$ cat config.mk
export PLATFORM = sky130hd
export DESIGN_NAME = phy_mgmt_ctrl
export DESIGN_NICKNAME = d
export VERILOG_FILES = /design/src/rtl/gige_pkg.sv /design/src/rtl/mdio_clk_gen.sv /design/src/rtl/phy_mgmt_ctrl.sv
export SDC_FILE = /design/constraint.sdc
export NUM_CORES = 1
export LEC_CHECK = 0
export BUFFER_PORTS_ARGS = -buffer_cell sky130_fd_sc_hd__buf_2
export CAP_MARGIN = 25
export CELL_PAD_IN_SITES_DETAIL_PLACEMENT = 1
export CELL_PAD_IN_SITES_GLOBAL_PLACEMENT = 2
export CORE_MARGIN = 2
export CORE_UTILIZATION = 39
export CTS_CLUSTER_SIZE = 14
export DETAILED_ROUTE_END_ITERATION = 8
export GPL_TIMING_DRIVEN = 0
export PLACE_DENSITY_LB_ADDON = 0.05
export SETUP_SLACK_MARGIN = 0.15
export SLEW_MARGIN = 20
export SYNTH_ARGS = -nofsm -noshare
export SYNTH_HDL_FRONTEND = slang
export SYNTH_SLANG_ARGS = --single-unit
$ cat constraint.sdc
create_clock -name clk_50 -period 6.9 [get_ports clk_50]
set_clock_uncertainty 0.15 [all_clocks]
set_input_delay 0 -clock clk_50 [delete_from_list [all_inputs] [get_ports clk_50]]
set_output_delay 0 -clock clk_50 [all_outputs]
set_load 0.05 [all_outputs]
$ cat src/rtl/gige_pkg.sv
// Shared MDIO Clause 22 constants, controller state encoding and frame builder
// used by the PHY management controller.
package gige_pkg;

  localparam logic [1:0] MDIO_ST    = 2'b01;
  localparam logic [1:0] MDIO_OP_WR = 2'b01;
  localparam logic [1:0] MDIO_OP_RD = 2'b10;
  localparam logic [1:0] MDIO_TA_WR = 2'b10;

  localparam int PREAMBLE_LEN = 32;
  localparam int FRAME_LEN    = 32;
  localparam int TA_BIT0      = 14;  // first turnaround bit within the frame
  localparam int DATA_BIT0    = 16;

  typedef enum logic [2:0] {
    S_RST_ASSERT,
    S_STRAP_HOLD,
    S_IDLE,
    S_PREAMBLE,
    S_FRAME,
    S_TAIL
  } mgmt_state_e;

  typedef struct packed {
    logic        write;
    logic [4:0]  regad;
    logic [15:0] wdata;
  } mgmt_req_t;

  // Read frames carry ones in TA/data so mdio_o idles high while released.
  function automatic logic [31:0] mdio_frame(input logic [4:0] phy, input mgmt_req_t r);
    mdio_frame = {MDIO_ST,
                  r.write ? MDIO_OP_WR : MDIO_OP_RD,
                  phy,
                  r.regad,
                  r.write ? MDIO_TA_WR : 2'b11,
                  r.write ? r.wdata : 16'hFFFF};
  endfunction

endpackage

$ cat src/rtl/mdio_clk_gen.sv
// MDC half-period divider: produces mdc plus one-cycle strobes on the clk_50
// edges where mdc rises and falls. Held low and cleared while disabled.
module mdio_clk_gen #(
  parameter int CLK_DIV = 10
) (
  input  logic clk_50,
  input  logic reset_n,
  input  logic en_i,
  output logic mdc_o,
  output logic rise_o,
  output logic fall_o
);

  localparam int CW = (CLK_DIV > 1) ? $clog2(CLK_DIV) : 1;

  logic [CW-1:0] cnt_q, cnt_d;
  logic          mdc_q, mdc_d;
  logic          half_done;

  assign half_done = en_i && (cnt_q == CW'(CLK_DIV - 1));
  assign rise_o    = half_done && !mdc_q;
  assign fall_o    = half_done && mdc_q;
  assign mdc_o     = mdc_q;

  always_comb begin
    cnt_d = cnt_q;
    mdc_d = mdc_q;
    if (!en_i) begin
      cnt_d = '0;
      mdc_d = 1'b0;
    end else if (half_done) begin
      cnt_d = '0;
      mdc_d = !mdc_q;
    end else begin
      cnt_d = cnt_q + 1'b1;
    end
  end

  always_ff @(posedge clk_50 or negedge reset_n) begin
    if (!reset_n) begin
      cnt_q <= '0;
      mdc_q <= 1'b0;
    end else begin
      cnt_q <= cnt_d;
      mdc_q <= mdc_d;
    end
  end

endmodule

$ cat src/rtl/phy_mgmt_ctrl.sv
// PHY bring-up (hardware reset + strap drive) followed by a Clause 22 MDIO
// master serving one register read/write request at a time.
module phy_mgmt_ctrl
  import gige_pkg::*;
#(
  parameter int         CLK_DIV    = 10,
  parameter int         RST_CYCLES = 500000,
  parameter int         STRAP_HOLD = 50,
  parameter logic [7:0] STRAP_VAL  = 8'h00,
  parameter logic [4:0] PHY_ADDR   = 5'd0
) (
  input  logic        clk_50,
  input  logic        reset_n,
  input  logic        rst_req,
  output logic        phy_hw_rst,
  output logic        strap_oe,
  output logic [7:0]  strap_out,
  input  logic        req_valid,
  output logic        req_ready,
  input  logic        req_write,
  input  logic [4:0]  req_reg,
  input  logic [15:0] req_wdata,
  output logic        rsp_valid,
  output logic [15:0] rsp_rdata,
  output logic        rsp_err,
  output logic        mdc,
  output logic        mdio_o,
  output logic        mdio_oe,
  input  logic        mdio_i,
  output logic        phy_ready
);

  localparam int SEQ_MAX = (RST_CYCLES > STRAP_HOLD) ? RST_CYCLES : STRAP_HOLD;
  localparam int SEQ_W   = $clog2(SEQ_MAX + 1);

  mgmt_state_e state_q, state_d;
  logic [SEQ_W-1:0] seq_cnt_q, seq_cnt_d;
  logic [4:0]       bit_cnt_q, bit_cnt_d;
  logic             wr_q;
  logic [31:0]      frame_q;
  logic [15:0]      rd_shift_q;
  logic             ta_err_q;
  logic             mdio_o_q, mdio_oe_q;
  logic             rsp_valid_q, rsp_err_q;
  logic [15:0]      rsp_rdata_q;

  logic      mdc_en, mdc_rise, mdc_fall;
  logic      accept, last_bit;
  mgmt_req_t req_in;

  assign req_in   = {req_write, req_reg, req_wdata};
  assign accept   = (state_q == S_IDLE) && req_valid && !rst_req;
  assign last_bit = (bit_cnt_q == 5'(FRAME_LEN - 1));

  mdio_clk_gen #(.CLK_DIV(CLK_DIV)) u_clk_gen (
    .clk_50  (clk_50),
    .reset_n (reset_n),
    .en_i    (mdc_en),
    .mdc_o   (mdc),
    .rise_o  (mdc_rise),
    .fall_o  (mdc_fall)
  );

  always_ff @(posedge clk_50 or negedge reset_n) begin
    if (!reset_n) state_q <= S_RST_ASSERT;
    else          state_q <= state_d;
  end

  always_comb begin
    state_d = state_q;
    unique case (state_q)
      S_RST_ASSERT: if (seq_cnt_q == SEQ_W'(RST_CYCLES - 1)) state_d = S_STRAP_HOLD;
      S_STRAP_HOLD: if (seq_cnt_q == SEQ_W'(STRAP_HOLD - 1)) state_d = S_IDLE;
      S_IDLE: begin
        if (rst_req)        state_d = S_RST_ASSERT;
        else if (req_valid) state_d = S_PREAMBLE;
      end
      S_PREAMBLE:   if (mdc_fall && bit_cnt_q == 5'(PREAMBLE_LEN - 1)) state_d = S_FRAME;
      S_FRAME:      if (mdc_fall && last_bit) state_d = S_TAIL;
      S_TAIL:       if (mdc_fall) state_d = S_IDLE;
      default:      state_d = S_RST_ASSERT;
    endcase
  end

  always_comb begin
    phy_hw_rst = 1'b1;
    strap_oe   = 1'b0;
    req_ready  = 1'b0;
    phy_ready  = 1'b0;
    mdc_en     = 1'b0;
    unique case (state_q)
      S_RST_ASSERT: begin
        phy_hw_rst = 1'b0;
        strap_oe   = 1'b1;
      end
      S_STRAP_HOLD: strap_oe = 1'b1;
      S_IDLE: begin
        req_ready = 1'b1;
        phy_ready = 1'b1;
      end
      S_PREAMBLE, S_FRAME, S_TAIL: mdc_en = 1'b1;
      default: ;
    endcase
  end

  // Both counters restart on every state change, so neither can wrap.
  always_comb begin
    seq_cnt_d = '0;
    bit_cnt_d = '0;
    if (state_d == state_q) begin
      if (state_q == S_RST_ASSERT || state_q == S_STRAP_HOLD) seq_cnt_d = seq_cnt_q + 1'b1;
      bit_cnt_d = (mdc_en && mdc_fall) ? bit_cnt_q + 1'b1 : bit_cnt_q;
    end
  end

  always_ff @(posedge clk_50 or negedge reset_n) begin
    if (!reset_n) begin
      seq_cnt_q <= '0;
      bit_cnt_q <= '0;
    end else begin
      seq_cnt_q <= seq_cnt_d;
      bit_cnt_q <= bit_cnt_d;
    end
  end

  always_ff @(posedge clk_50 or negedge reset_n) begin
    if (!reset_n) begin
      wr_q        <= 1'b0;
      frame_q     <= '0;
      rd_shift_q  <= '0;
      ta_err_q    <= 1'b0;
      mdio_o_q    <= 1'b1;
      mdio_oe_q   <= 1'b0;
      rsp_valid_q <= 1'b0;
      rsp_rdata_q <= '0;
      rsp_err_q   <= 1'b0;
    end else begin
      rsp_valid_q <= 1'b0;
      if (accept) begin
        wr_q        <= req_write;
        frame_q     <= mdio_frame(PHY_ADDR, req_in);
        rd_shift_q  <= '0;
        ta_err_q    <= 1'b0;
        mdio_o_q    <= 1'b1;
        mdio_oe_q   <= 1'b1;
        rsp_rdata_q <= '0;
        rsp_err_q   <= 1'b0;
      end else if (mdc_fall) begin
        unique case (state_q)
          S_PREAMBLE: if (bit_cnt_q == 5'(PREAMBLE_LEN - 1)) begin
            mdio_o_q <= frame_q[31];
            frame_q  <= frame_q << 1;
          end
          S_FRAME: begin
            if (last_bit) begin
              mdio_o_q  <= 1'b1;
              mdio_oe_q <= 1'b0;
            end else begin
              mdio_o_q  <= frame_q[31];
              frame_q   <= frame_q << 1;
              // reads release the line from the first TA bit onward
              mdio_oe_q <= wr_q || (bit_cnt_q < 5'(TA_BIT0 - 1));
            end
          end
          S_TAIL: begin
            rsp_valid_q <= 1'b1;
            if (!wr_q) begin
              rsp_rdata_q <= rd_shift_q;
              rsp_err_q   <= ta_err_q;
            end
          end
          default: ;
        endcase
      end

      if (mdc_rise && state_q == S_FRAME && !wr_q) begin
        if (bit_cnt_q == 5'(TA_BIT0 + 1)) ta_err_q <= mdio_i;
        if (bit_cnt_q >= 5'(DATA_BIT0))   rd_shift_q <= {rd_shift_q[14:0], mdio_i};
      end
    end
  end

  assign strap_out = STRAP_VAL;
  assign mdio_o    = mdio_o_q;
  assign mdio_oe   = mdio_oe_q;
  assign rsp_valid = rsp_valid_q;
  assign rsp_rdata = rsp_rdata_q;
  assign rsp_err   = rsp_err_q;

endmodule

==> results <==
- The first-pass GRT wire length is 21300 um.
- The leakage power is 2.77 nW.
- The required time of the worst setup path is 7.04 ns.
- The number of antenna diodes in the final layout is 0.
- Before CTS, the worst setup slack after placement is 4.13 ns.
- Among all flip-flop cells after synthesis, the most frequent one is sky130_fd_sc_hd__dfrtp_1.
- Of all nets on the critical path, the largest fanout is 10.
- The via count of the first global-routing pass is 4233.
- The insertion delay of the later-clocked pin in the worst-skew pair is 0.35 ns.
- The clock transition at the registers of the reported paths is 0.07 ns.
- In this run the critical register-to-register path is launched from bit_cnt_q[0].
- The share of layout cells above drive strength 1 is 18.2%.
- The total of warnings raised by yosys is 0.
- The number of sinks handled by clock tree synthesis is 102.
- The nature of the critical path startpoint is a register.
- The number of instances in the synthesized netlist is 528.
- Of the available clock period, the critical path in the final layout requires 47.6%.
- The worst-case IR drop observed on VDD is 89.9 uV.
- The final wirelength is 12800 um.
- Global routing consumed, over all layers together, 20.4% of the routing resources.
- In this run the remaining antenna-violating nets after routing total 0.
- The total iterations of the first detailed-routing run is 4.
- Relative to the synthesized area, the layout overhead comes to 24.7%.
- Setup repair after global routing left no endpoint under its margin.
- The horizontal extent of the die is 116 um.
- TritonCTS built the clock tree.
- The final instance area is 0.00614 mm^2.
- In the layout the commonest cells are sky130_fd_sc_hd__nand2_1, sky130_fd_sc_hd__dfrtp_1, sky130_fd_sc_hd__buf_2.
- The total overflow left after global routing is 0.
- The die footprint is 0.0135 mm^2.
- Headroom to the max-slew limit came out at 57.2%.
- The tool flagged a number of max-cap violations equal to 0.
- The path class of the tightest hold or removal check is in -> reg.
- The startpoint of the tightest hold check path is req_write.
- In this run the deepest clock path goes through 2 buffers.
- After detailed placement, the total cell area comes to 0.00546 mm^2.
- The commonest non-fill, non-tap cell in the layout is sky130_fd_sc_hd__nand2_1.
- CTS placed an instance of sky130_fd_sc_hd__clkbuf_16 at the clock tree root.
- The number of gates resized after CTS was 0.
- For this configuration, the core starts out at a cell density of 39.5%.
- The post-synth design cell area is 0.00493 mm^2.
- The maximum number of pins on one net before global-route repair is 64.
- Post-CTS timing repair inserted 0 buffers for setup.
- The highest clock frequency the design can meet is 305 MHz.
- The count of flip-flops with a built-in enable after synthesis is 0.
- The post-layout minimum cycle time is 3.28 ns.
- The filler cell count is 1480.
- The die outline height is 116 um.
- The data arrival time of the critical path is 3.43 ns.
- For the pin with the worst max-slew slack, the measured transition is 0.637 ns.
- The ratio of routed vias to standard cells is 5.04.
- Setup slack closes at 3.62 ns.
- The overall power after layout is 1.29 mW.
- The number of distinct standard cells referenced by the synthesized netlist is 54.
- Detailed placement ended at an HPWL of 8650 um.
- The post-synthesis average cell area is 9.33 um^2.
- 60 I/O pins were placed.
- The run finished with clean final reports.
- The number of H-tree branching levels is 3.
- The floorplan row count is 41.
- The count of endpoints failing setup in the final report is 0.
- In this run, CTS created clock tree buffers numbering 9.
- The congestion estimate from routability-driven global placement came to 0.766.
- The final route contains 4072 vias.
- The async set or reset register ratio after synthesis is 100%.
- STA classifies the critical path endpoint as a register.
- After the first detailed-routing iteration, the DRC count stood at 204.
- The sum of negative setup slack is 0 ns.
- The core outline area is 0.0125 mm^2.
- The number of buffers added on ports is 51.
- The number of DRC violations after detailed routing is 0.
- In this run the power density over the cells is 210 mW/mm^2.
- In this run, synthesis produced a sequential element count of 102.
- The most critical setup path has its startpoint at bit_cnt_q[0].
- The initial antenna violation count is 0.
- The worst hold slack after final layout is 0.00415 ns.
- The number of hold-slack violations in the final timing report is 0.
- Sequential elements use 51.8% of the synthesized area.
- The category of the most critical setup path is reg -> reg.
- After detailed routing, the average wire length per cell comes to 15.8 um.
- The layout net count is 667.
- The number of max-slew violations in the final report was 0.
==> metrics by stage <==
stage,util [%],std cells
after global placement,43.5,758
final,49.3,808
after global routing,49.3,808
after floorplan,-,535
after CTS,49.3,808
after detailed placement,43.8,759
==> area by class of cell <==
type                            instances  area, um^2  share of cell area [%]
Clock inverter                          4        95.1                    1.55
Tap cell                              172         215                    3.50
Inverter                                7        26.3                   0.428
Buffer                                 39         226                    3.69
Multi-Input combinational cell        387        2150                    34.9
Clock buffer                           11         243                    3.95
Sequential cell                       102        2550                    41.6
Timing Repair Buffer                   86         639                    10.4
==> sequential cells by signal (all words and copies together), names as in the netlist <==
register         cells
bit_cnt_q            5
frame_q             32
mdio_o               1
mdio_oe              1
rd_shift_q          16
rsp_err              1
rsp_rdata           16
rsp_valid            1
seq_cnt_q           19
state_q              3
ta_err_q             1
u_clk_gen.cnt_q      4
u_clk_gen.mdc_o      1
wr_q                 1
==> cells by family (layout without fill, tap and decap cells) <==
kind of cell             Yosys count  count (layout)  share of synthesized area (%)
buffers and inverters             46             147                           5.13
other                              1               8                         0.0761
multiplexers                       1               1                          0.203
AO/OA/AOI/OAI                     75              75                           9.25
AND/OR/NAND/NOR                  272             272                           27.4
adder cells (fa/ha/maj)            8               8                           2.03
flip-flops                       102             102                           51.8
XOR/XNOR                          23              23                           4.09
==> synthesized netlist by cell type, types with 6 or more instances <==
library cell              instances  area (um^2)
sky130_fd_sc_hd__xnor2_1          6         52.6
sky130_fd_sc_hd__ha_1             8          100
sky130_fd_sc_hd__xor2_1          17          149
sky130_fd_sc_hd__nand4_1         10         62.6
sky130_fd_sc_hd__nor3_1          26          130
sky130_fd_sc_hd__nand3_1         18         90.1
sky130_fd_sc_hd__buf_4           13         97.6
sky130_fd_sc_hd__nor2_1          47          176
sky130_fd_sc_hd__a31oi_1          9         56.3
sky130_fd_sc_hd__dfrtp_1        101         2530
sky130_fd_sc_hd__buf_2           19         95.1
sky130_fd_sc_hd__and3_1           7         43.8
sky130_fd_sc_hd__a21oi_1         29          145
sky130_fd_sc_hd__o21ai_0         17         85.1
sky130_fd_sc_hd__nand2_1        115          432
sky130_fd_sc_hd__nor3b_1         17          128
sky130_fd_sc_hd__inv_1            7         26.3
==> worst paths after layout <==
check	endpoint	slack [ns]	cells past startpoint
worst max-delay path	frame_q[15]	3.62	11
worst min-delay path	frame_q[10]	0.004	3
worst max register to register	frame_q[15]	3.62	11
worst min register to register	u_clk_gen.cnt_q[0]	0.35	1
max in group asynchronous	mdio_o	5.61	4
min in group asynchronous	frame_q[2]	0.42	3
==> layer usage <==
metal	GRT usage, %	routed length (um)
met5	0	0
met4	9.44	277
met3	3.01	368
met2	33.8	6230
met1	26.5	5910
==> power by group <==
group | switching [mW] | leakage (nW) | internal [mW]
combinational | 0.0549 | 1.44 | 0.0329
clock | 0.227 | 0.166 | 0.362
sequential | 0.00648 | 1.16 | 0.609
==> worst max-delay path, cell delays in order (launching register included) <==
cell,delay (ns)
sky130_fd_sc_hd__dfrtp_1,0.45
sky130_fd_sc_hd__ha_1,0.24
sky130_fd_sc_hd__and3_1,0.20
sky130_fd_sc_hd__ha_1,0.18
sky130_fd_sc_hd__clkbuf_1,0.22
sky130_fd_sc_hd__and3_1,0.26
sky130_fd_sc_hd__o21ai_2,0.23
sky130_fd_sc_hd__buf_2,0.28
sky130_fd_sc_hd__buf_4,0.23
sky130_fd_sc_hd__nor2_1,0.06
sky130_fd_sc_hd__a211oi_1,0.16
sky130_fd_sc_hd__dlygate4sd3_1,0.57
==> timing repair <==
item	4_1_cts	5_1_grt
endpoints found under the setup margin	0	0
hold buffers	34	0
hold endpoints to repair	125	0
No activity file was read; power rests on OpenSTA's default activity.
